## config.mk

```make
export PLATFORM = sky130hd
export DESIGN_NAME = sprite_compositor
export DESIGN_NICKNAME = d
export VERILOG_FILES = /design/src/rtl/sprite_compositor_pkg.sv /design/src/rtl/sprite_compositor_sprite_hit.sv /design/src/rtl/sprite_compositor.sv
export SDC_FILE = /design/constraint.sdc
export NUM_CORES = 1
export LEC_CHECK = 0
export BUFFER_PORTS_ARGS = -buffer_cell sky130_fd_sc_hd__clkbuf_2
export CORE_MARGIN = 5
export CORE_UTILIZATION = 51
export CTS_CLUSTER_SIZE = 20
export DETAILED_ROUTE_END_ITERATION = 6
export HOLD_SLACK_MARGIN = 0.03
export PLACE_DENSITY_LB_ADDON = 0.3
export SYNTH_ARGS = -nofsm -noshare
export SYNTH_HDL_FRONTEND = slang
export SYNTH_SLANG_ARGS = --single-unit
```

## constraint.sdc

```tcl
create_clock -name clk -period 3.1 [get_ports clk]
set_clock_uncertainty 0.15 [all_clocks]
set_input_delay 0.31 -clock clk [delete_from_list [all_inputs] [get_ports clk]]
set_output_delay 0.31 -clock clk [all_outputs]
set_load 0.05 [all_outputs]
```

## src/rtl/sprite_compositor_pkg.sv

```systemverilog
// Shared colour constants, map tile codes and the tile-to-colour lookup
// used by the sprite compositor.
package sprite_compositor_pkg;

    localparam logic [7:0] COLOR_BG     = 8'h00;
    localparam logic [7:0] COLOR_NULL   = 8'h49;
    localparam logic [7:0] COLOR_WALL   = 8'h03;
    localparam logic [7:0] COLOR_PELLET = 8'hf4;

    typedef enum logic [1:0] {
        TILE_WALL   = 2'b00,
        TILE_EMPTY  = 2'b01,
        TILE_PELLET = 2'b10,
        TILE_POWER  = 2'b11
    } tile_t;

    // Power pellets share the pellet colour while lit and vanish otherwise.
    function automatic logic [7:0] tile_color(input tile_t code, input logic power_on);
        logic [7:0] c;
        case (code)
            TILE_WALL:   c = COLOR_WALL;
            TILE_EMPTY:  c = COLOR_NULL;
            TILE_PELLET: c = COLOR_PELLET;
            default:     c = power_on ? COLOR_PELLET : COLOR_NULL;
        endcase
        return c;
    endfunction

endpackage

```

## src/rtl/sprite_compositor_sprite_hit.sv

```systemverilog
// Registered box test of one square sprite against the current map-relative
// pixel; signed arithmetic lets sprites near the top/left edge clip cleanly.
module sprite_hit
    import sprite_compositor_pkg::*;
#(
    parameter int SPRITE_W = 24
) (
    input  logic        clk,
    input  logic        reset,
    input  logic [10:0] map_x,
    input  logic [10:0] map_y,
    input  logic        in_map,
    input  logic [8:0]  spr_x,
    input  logic [8:0]  spr_y,
    input  logic        spr_en,
    output logic        hit_q
);

    localparam logic signed [11:0] HALF = 12'(SPRITE_W / 2);

    logic signed [11:0] mx, my, sx, sy;
    logic               hit_d;

    always_comb begin
        mx    = $signed({1'b0, map_x});
        my    = $signed({1'b0, map_y});
        sx    = $signed({3'b000, spr_x});
        sy    = $signed({3'b000, spr_y});
        hit_d = spr_en && in_map
             && (mx >= sx - HALF) && (mx < sx + HALF)
             && (my >= sy - HALF) && (my < sy + HALF);
    end

    always_ff @(posedge clk) begin
        if (reset) hit_q <= 1'b0;
        else       hit_q <= hit_d;
    end

endmodule

```

## src/rtl/sprite_compositor.sv

```systemverilog
// Per-pixel compositor: map tiles under NUM_SPRITES priority-ordered sprites,
// two-stage pipeline, sprite state shadowed once per frame.
module sprite_compositor
    import sprite_compositor_pkg::*;
#(
    parameter int NUM_SPRITES = 4,
    parameter int SPRITE_W    = 24,
    parameter int MAP_X0      = 150,
    parameter int MAP_Y0      = 50,
    parameter int MAP_W       = 347,
    parameter int MAP_H       = 405,
    parameter int H_ACTIVE    = 640,
    parameter int V_ACTIVE    = 480,
    parameter int BLINK_LOG2  = 4
) (
    input  logic                     clk,
    input  logic                     reset,
    input  logic [10:0]              x,
    input  logic [10:0]              y,
    input  logic [9*NUM_SPRITES-1:0] spr_x,
    input  logic [9*NUM_SPRITES-1:0] spr_y,
    input  logic [NUM_SPRITES-1:0]   spr_en,
    input  logic [8*NUM_SPRITES-1:0] spr_color,
    output logic [10:0]              map_x,
    output logic [10:0]              map_y,
    input  logic [1:0]               map_pixel,
    output logic [7:0]               rgb,
    output logic                     frame_tick,
    output logic [NUM_SPRITES-1:0]   collision
);

    logic [9*NUM_SPRITES-1:0] sh_x_q, sh_x_d, sh_y_q, sh_y_d;
    logic [NUM_SPRITES-1:0]   sh_en_q, sh_en_d;
    logic [8*NUM_SPRITES-1:0] sh_color_q, sh_color_d;
    logic [BLINK_LOG2:0]      blink_q, blink_d;
    logic [NUM_SPRITES-1:0]   acc_q, acc_d, collision_q, collision_d, overlap;
    logic                     frame_tick_q, frame_tick_d;
    logic                     active_q, active_d, in_map_q, in_map_d;
    tile_t                    code_q, code_d;
    logic [NUM_SPRITES-1:0]   hit_q;
    logic [7:0]               rgb_q, rgb_d;
    logic                     latch;

    assign map_x = x - 11'(MAP_X0);
    assign map_y = y - 11'(MAP_Y0);

    always_comb begin
        latch    = (x == 11'd0) && (y == 11'(V_ACTIVE));
        active_d = (x < 11'(H_ACTIVE)) && (y < 11'(V_ACTIVE));
        in_map_d = (x >= 11'(MAP_X0)) && (x < 11'(MAP_X0 + MAP_W))
                && (y >= 11'(MAP_Y0)) && (y < 11'(MAP_Y0 + MAP_H));
        code_d   = tile_t'(map_pixel);
    end

    genvar g;
    generate
        for (g = 0; g < NUM_SPRITES; g++) begin : g_hit
            sprite_hit #(.SPRITE_W(SPRITE_W)) u_hit (
                .clk    (clk),
                .reset  (reset),
                .map_x  (map_x),
                .map_y  (map_y),
                .in_map (in_map_d),
                .spr_x  (sh_x_q[9*g +: 9]),
                .spr_y  (sh_y_q[9*g +: 9]),
                .spr_en (sh_en_q[g]),
                .hit_q  (hit_q[g])
            );
        end
    endgenerate

    // Overlap is judged on the S1 stage; the latch-cycle overlap seeds the new frame.
    always_comb begin
        overlap      = (hit_q[0] && active_q) ? (hit_q & ~NUM_SPRITES'(1)) : '0;
        sh_x_d       = sh_x_q;
        sh_y_d       = sh_y_q;
        sh_en_d      = sh_en_q;
        sh_color_d   = sh_color_q;
        blink_d      = blink_q;
        collision_d  = collision_q;
        acc_d        = acc_q | overlap;
        frame_tick_d = latch;
        if (latch) begin
            sh_x_d      = spr_x;
            sh_y_d      = spr_y;
            sh_en_d     = spr_en;
            sh_color_d  = spr_color;
            blink_d     = blink_q + {{BLINK_LOG2{1'b0}}, 1'b1};
            collision_d = acc_q;
            acc_d       = overlap;
        end
    end

    // Lowest sprite index wins, so scan from the top down and let lower indices overwrite.
    always_comb begin
        rgb_d = tile_color(code_q, ~blink_q[BLINK_LOG2]);
        for (int i = NUM_SPRITES - 1; i >= 0; i--) begin
            if (hit_q[i]) rgb_d = sh_color_q[8*i +: 8];
        end
        if (!in_map_q) rgb_d = COLOR_NULL;
        if (!active_q) rgb_d = COLOR_BG;
    end

    always_ff @(posedge clk) begin
        if (reset) begin
            sh_x_q       <= '0;
            sh_y_q       <= '0;
            sh_en_q      <= '0;
            sh_color_q   <= '0;
            blink_q      <= '0;
            acc_q        <= '0;
            collision_q  <= '0;
            frame_tick_q <= 1'b0;
            active_q     <= 1'b0;
            in_map_q     <= 1'b0;
            code_q       <= TILE_WALL;
            rgb_q        <= '0;
        end else begin
            sh_x_q       <= sh_x_d;
            sh_y_q       <= sh_y_d;
            sh_en_q      <= sh_en_d;
            sh_color_q   <= sh_color_d;
            blink_q      <= blink_d;
            acc_q        <= acc_d;
            collision_q  <= collision_d;
            frame_tick_q <= frame_tick_d;
            active_q     <= active_d;
            in_map_q     <= in_map_d;
            code_q       <= code_d;
            rgb_q        <= rgb_d;
        end
    end

    assign rgb        = rgb_q;
    assign frame_tick = frame_tick_q;
    assign collision  = collision_q;

endmodule

```

==> metrics.cfg <==
[place]
io_buffers=167
place.gp.congestion=0.919
placed_cells=1669
place_ws_ns=0.134
hpwl_um=20800

[die]
coreArea_um2=18800
num_rows=50
initial_core_util_pct=52.2
die_area_um2=22200
dieWidth_um=149
io_pins=169
fp.dieH_um=149

[setup_path]
path_cells=a21oi_2 -> or3b_1 -> or3_4 -> ha_1 -> nand4_1 -> o311a_4 -> a221oi_2 -> nand3_1 -> nor3_2
crit_start=sh_y_q[22]$_SDFFE_PP0P_
r2r_cells=9
r2r_start=sh_y_q[22]$_SDFFE_PP0P_
cp-start-kind=flip-flop
crit_path_max_incr_delay_ns=0.41
reg2reg_slack_ns=0.29
crit_family=simple AND/OR/NAND/NOR gates
cp.required_ns=3.31
r2r_end=g_hit[2].u_hit.hit_q$_SDFF_PP0_
cp_slowest_cell=or3b_1
path_max_fanout=8
cp_num_buf_inv=0
cp.arrival_ns=3.02
path_depth=9
cp-end-kind=flip-flop
critPathKind=flip-flop to flip-flop
crit_end=g_hit[2].u_hit.hit_q$_SDFF_PP0_

[synth]
ys.flop_type=dfxtp_1
async_flop_share_pct=0
seq_area_frac_synth_pct=27.7
synthCells=1281
syn_nets=1558
synth_area_um2=9840
synth_edf_count=0
synth-seq-cells=136
synth_warnings=0
avgSynthCellArea_um2=7.68
synth_cell_type_count=67

[status]
status=finished clean

[power]
p_seq_share_pct=37.2
power.total_mw=4.71
p_comb_share_pct=19.5
p_leak_nw=5.40
intPower_mw=3.36
vdd_drop_max_mv=0.378
switchingPower_mw=1.35
clockPowerShare_pct=43.4
power_density_nw_per_um2=366
switching_share_pct=28.7

[clocking]
clk_root_buffer_cell=clkbuf_16
clockBufferDepth=2
cts_tree=done
ctsHoldBuffers=110
cts.reportedPaths.clkPinSlew_ns=0.06
clock_sinks=136
cts_resized=0
cts_made_buffers=17
postCtsSetupRepairBufs=0
clk_latency_ns=0.43
htree_levels=4

[routing]
drc=0
viasPerCell=5.41
routedWlPerCell_um=16.3
ant_nets=0
wirelength_um=29500
drt_pass1_iterations=5
drtIter0Drc=595
dr_total_vias=9828

[sta]
min_period_ns=2.81
slew_violations=0
fin_ws_ns=0.292
finalHoldViolations=0
setup_violations=0
fmax_mhz=356
rsz0062_at_grt=no
whs_ns=0.127
worst_pin_slew_ns=0.736
slew_headroom_pct=50.9
fin_crit_sh_pct=90.6
fin_tns_setup_ns=0

[min_path]
min_path_cells=4
hp-class=input pin to flip-flop
min-delay-start=x[10]

[finish]
final_cells=1815
area_delta_synth_final_pct=30.8
mostFrequentLayoutCell=nand2_1
drive_above_1_share_pct=17.3
nets=1815
layout_common_cells=nand2_1, a21oi_1, clkbuf_2

[grt]
grt_pass1_vias=9556
gr-total-overflow=0
grt_usage_pct=26.5
antenna_found_initial=2
grt_pass1_wl_um=47600
grt_start_max_net_pins=75

[run]
drv_cap=0

==> metal layers <==
| layer | track usage (%) | vias up | part of all wire, % |
|---|---|---|---|
| li1 | - | 4931 | - |
| met1 | 34.5 | 4484 | 44 |
| met2 | 42.3 | 344 | 46 |
| met3 | 6.59 | 69 | 7.2 |
| met4 | 10.6 | 0 | 3.2 |
| met5 | 0 | - | 0 |
==> worst min-delay path by stage <==
stage | endpoint | slack, ns
finish | active_q$_SDFF_PP0_ | 0.13
global route | active_q$_SDFF_PP0_ | 0.13
CTS | active_q$_SDFF_PP0_ | 0.12
detailed placement | sh_color_q[13]$_SDFFE_PP0P_ | 0.30
global placement | sh_color_q[15]$_SDFFE_PP0P_ | 0.29
floorplan | sh_en_q[3]$_SDFFE_PP0P_ | 0.28
==> Yosys cell counts (3+ instances only) <==
| cell type | count | area, um2 |
|---|---|---|
| a21o_1 | 16 | 120 |
| a211oi_1 | 10 | 75.1 |
| a31oi_1 | 4 | 25.0 |
| ha_1 | 143 | 1790 |
| a32oi_1 | 3 | 26.3 |
| nor2b_1 | 19 | 119 |
| clkbuf_1 | 53 | 199 |
| nand3_1 | 22 | 110 |
| buf_4 | 3 | 22.5 |
| nand3b_1 | 3 | 22.5 |
| nor4_1 | 7 | 43.8 |
| dfxtp_1 | 136 | 2720 |
| nor3_1 | 31 | 155 |
| buf_2 | 15 | 75.1 |
| o21a_1 | 5 | 37.5 |
| a21oi_1 | 182 | 911 |
| mux2i_1 | 4 | 40.0 |
| maj3_1 | 3 | 30.0 |
| nand2_1 | 261 | 980 |
| xor2_1 | 53 | 464 |
| nor2_1 | 58 | 218 |
| nand4_1 | 9 | 56.3 |
| or3_1 | 9 | 56.3 |
| xnor2_1 | 45 | 394 |
| inv_1 | 52 | 195 |
| o211ai_1 | 10 | 75.1 |
| o21ai_1 | 5 | 25.0 |
| nand2b_1 | 13 | 81.3 |
| o21ai_0 | 48 | 240 |
| nor3b_1 | 7 | 52.6 |
| o2111ai_1 | 8 | 70.1 |
==> sequential cells by signal, summed over array words and instances, names as in the netlist <==
signal,cells
acc_q,3
active_q,1
blink_q,5
code_q,2
collision,3
frame_tick,1
g_hit.u_hit.hit_q,4
in_map_q,1
rgb,8
sh_color_q,32
sh_en_q,4
sh_x_q,36
sh_y_q,36
==> tightest hold or removal path, stage by stage <==
cell and delay, ns:
clkbuf_2 0.11, nor3_1 0.08, nand3_1 0.11, nor2_1 0.05
==> cell families after synthesis <==
logic type | count (synthesis) | share of synthesized area [%]
other | 1 | 0.0381
adders and majority gates | 147 | 18.6
buffers and inverters | 127 | 5.23
AOI/OAI and AO/OA | 311 | 18.4
DFF | 136 | 27.7
and+or+nand+nor | 455 | 20.6
xor gates and xnor gates | 100 | 9.06
muxes | 4 | 0.407
==> power groups by stage <==
stage	combinational [mW]	sequential, mW	clock, mW
final	0.918	1.75	2.04
after global routing	1.00	1.75	2.15
after CTS	0.903	1.75	2.06
after detailed placement	0.789	1.79	0
after global placement	0.774	1.79	0
after floorplan	0.482	1.79	0
==> per-stage QoR <==
stage	area (um2)	util, %
2_1_floorplan	10000	-
3_3_place_gp	11200	59.3
3_5_place_dp	11200	59.3
4_1_cts	12900	68.3
5_1_grt	12900	68.3
6_report	12900	68.3
==> area by class of cell <==
| type | instances | area [um2] |
|---|---|---|
| multi-input combinational | 1018 | 6780 |
| fill | 1498 | 5960 |
| sequential | 136 | 2720 |
| timing repair buffer | 312 | 2240 |
| clock buffer | 18 | 439 |
| tap | 260 | 325 |
| inverter | 53 | 203 |
| clock inverter | 14 | 150 |
| antenna | 4 | 10.0 |
Power figures use the tool's default switching activity.
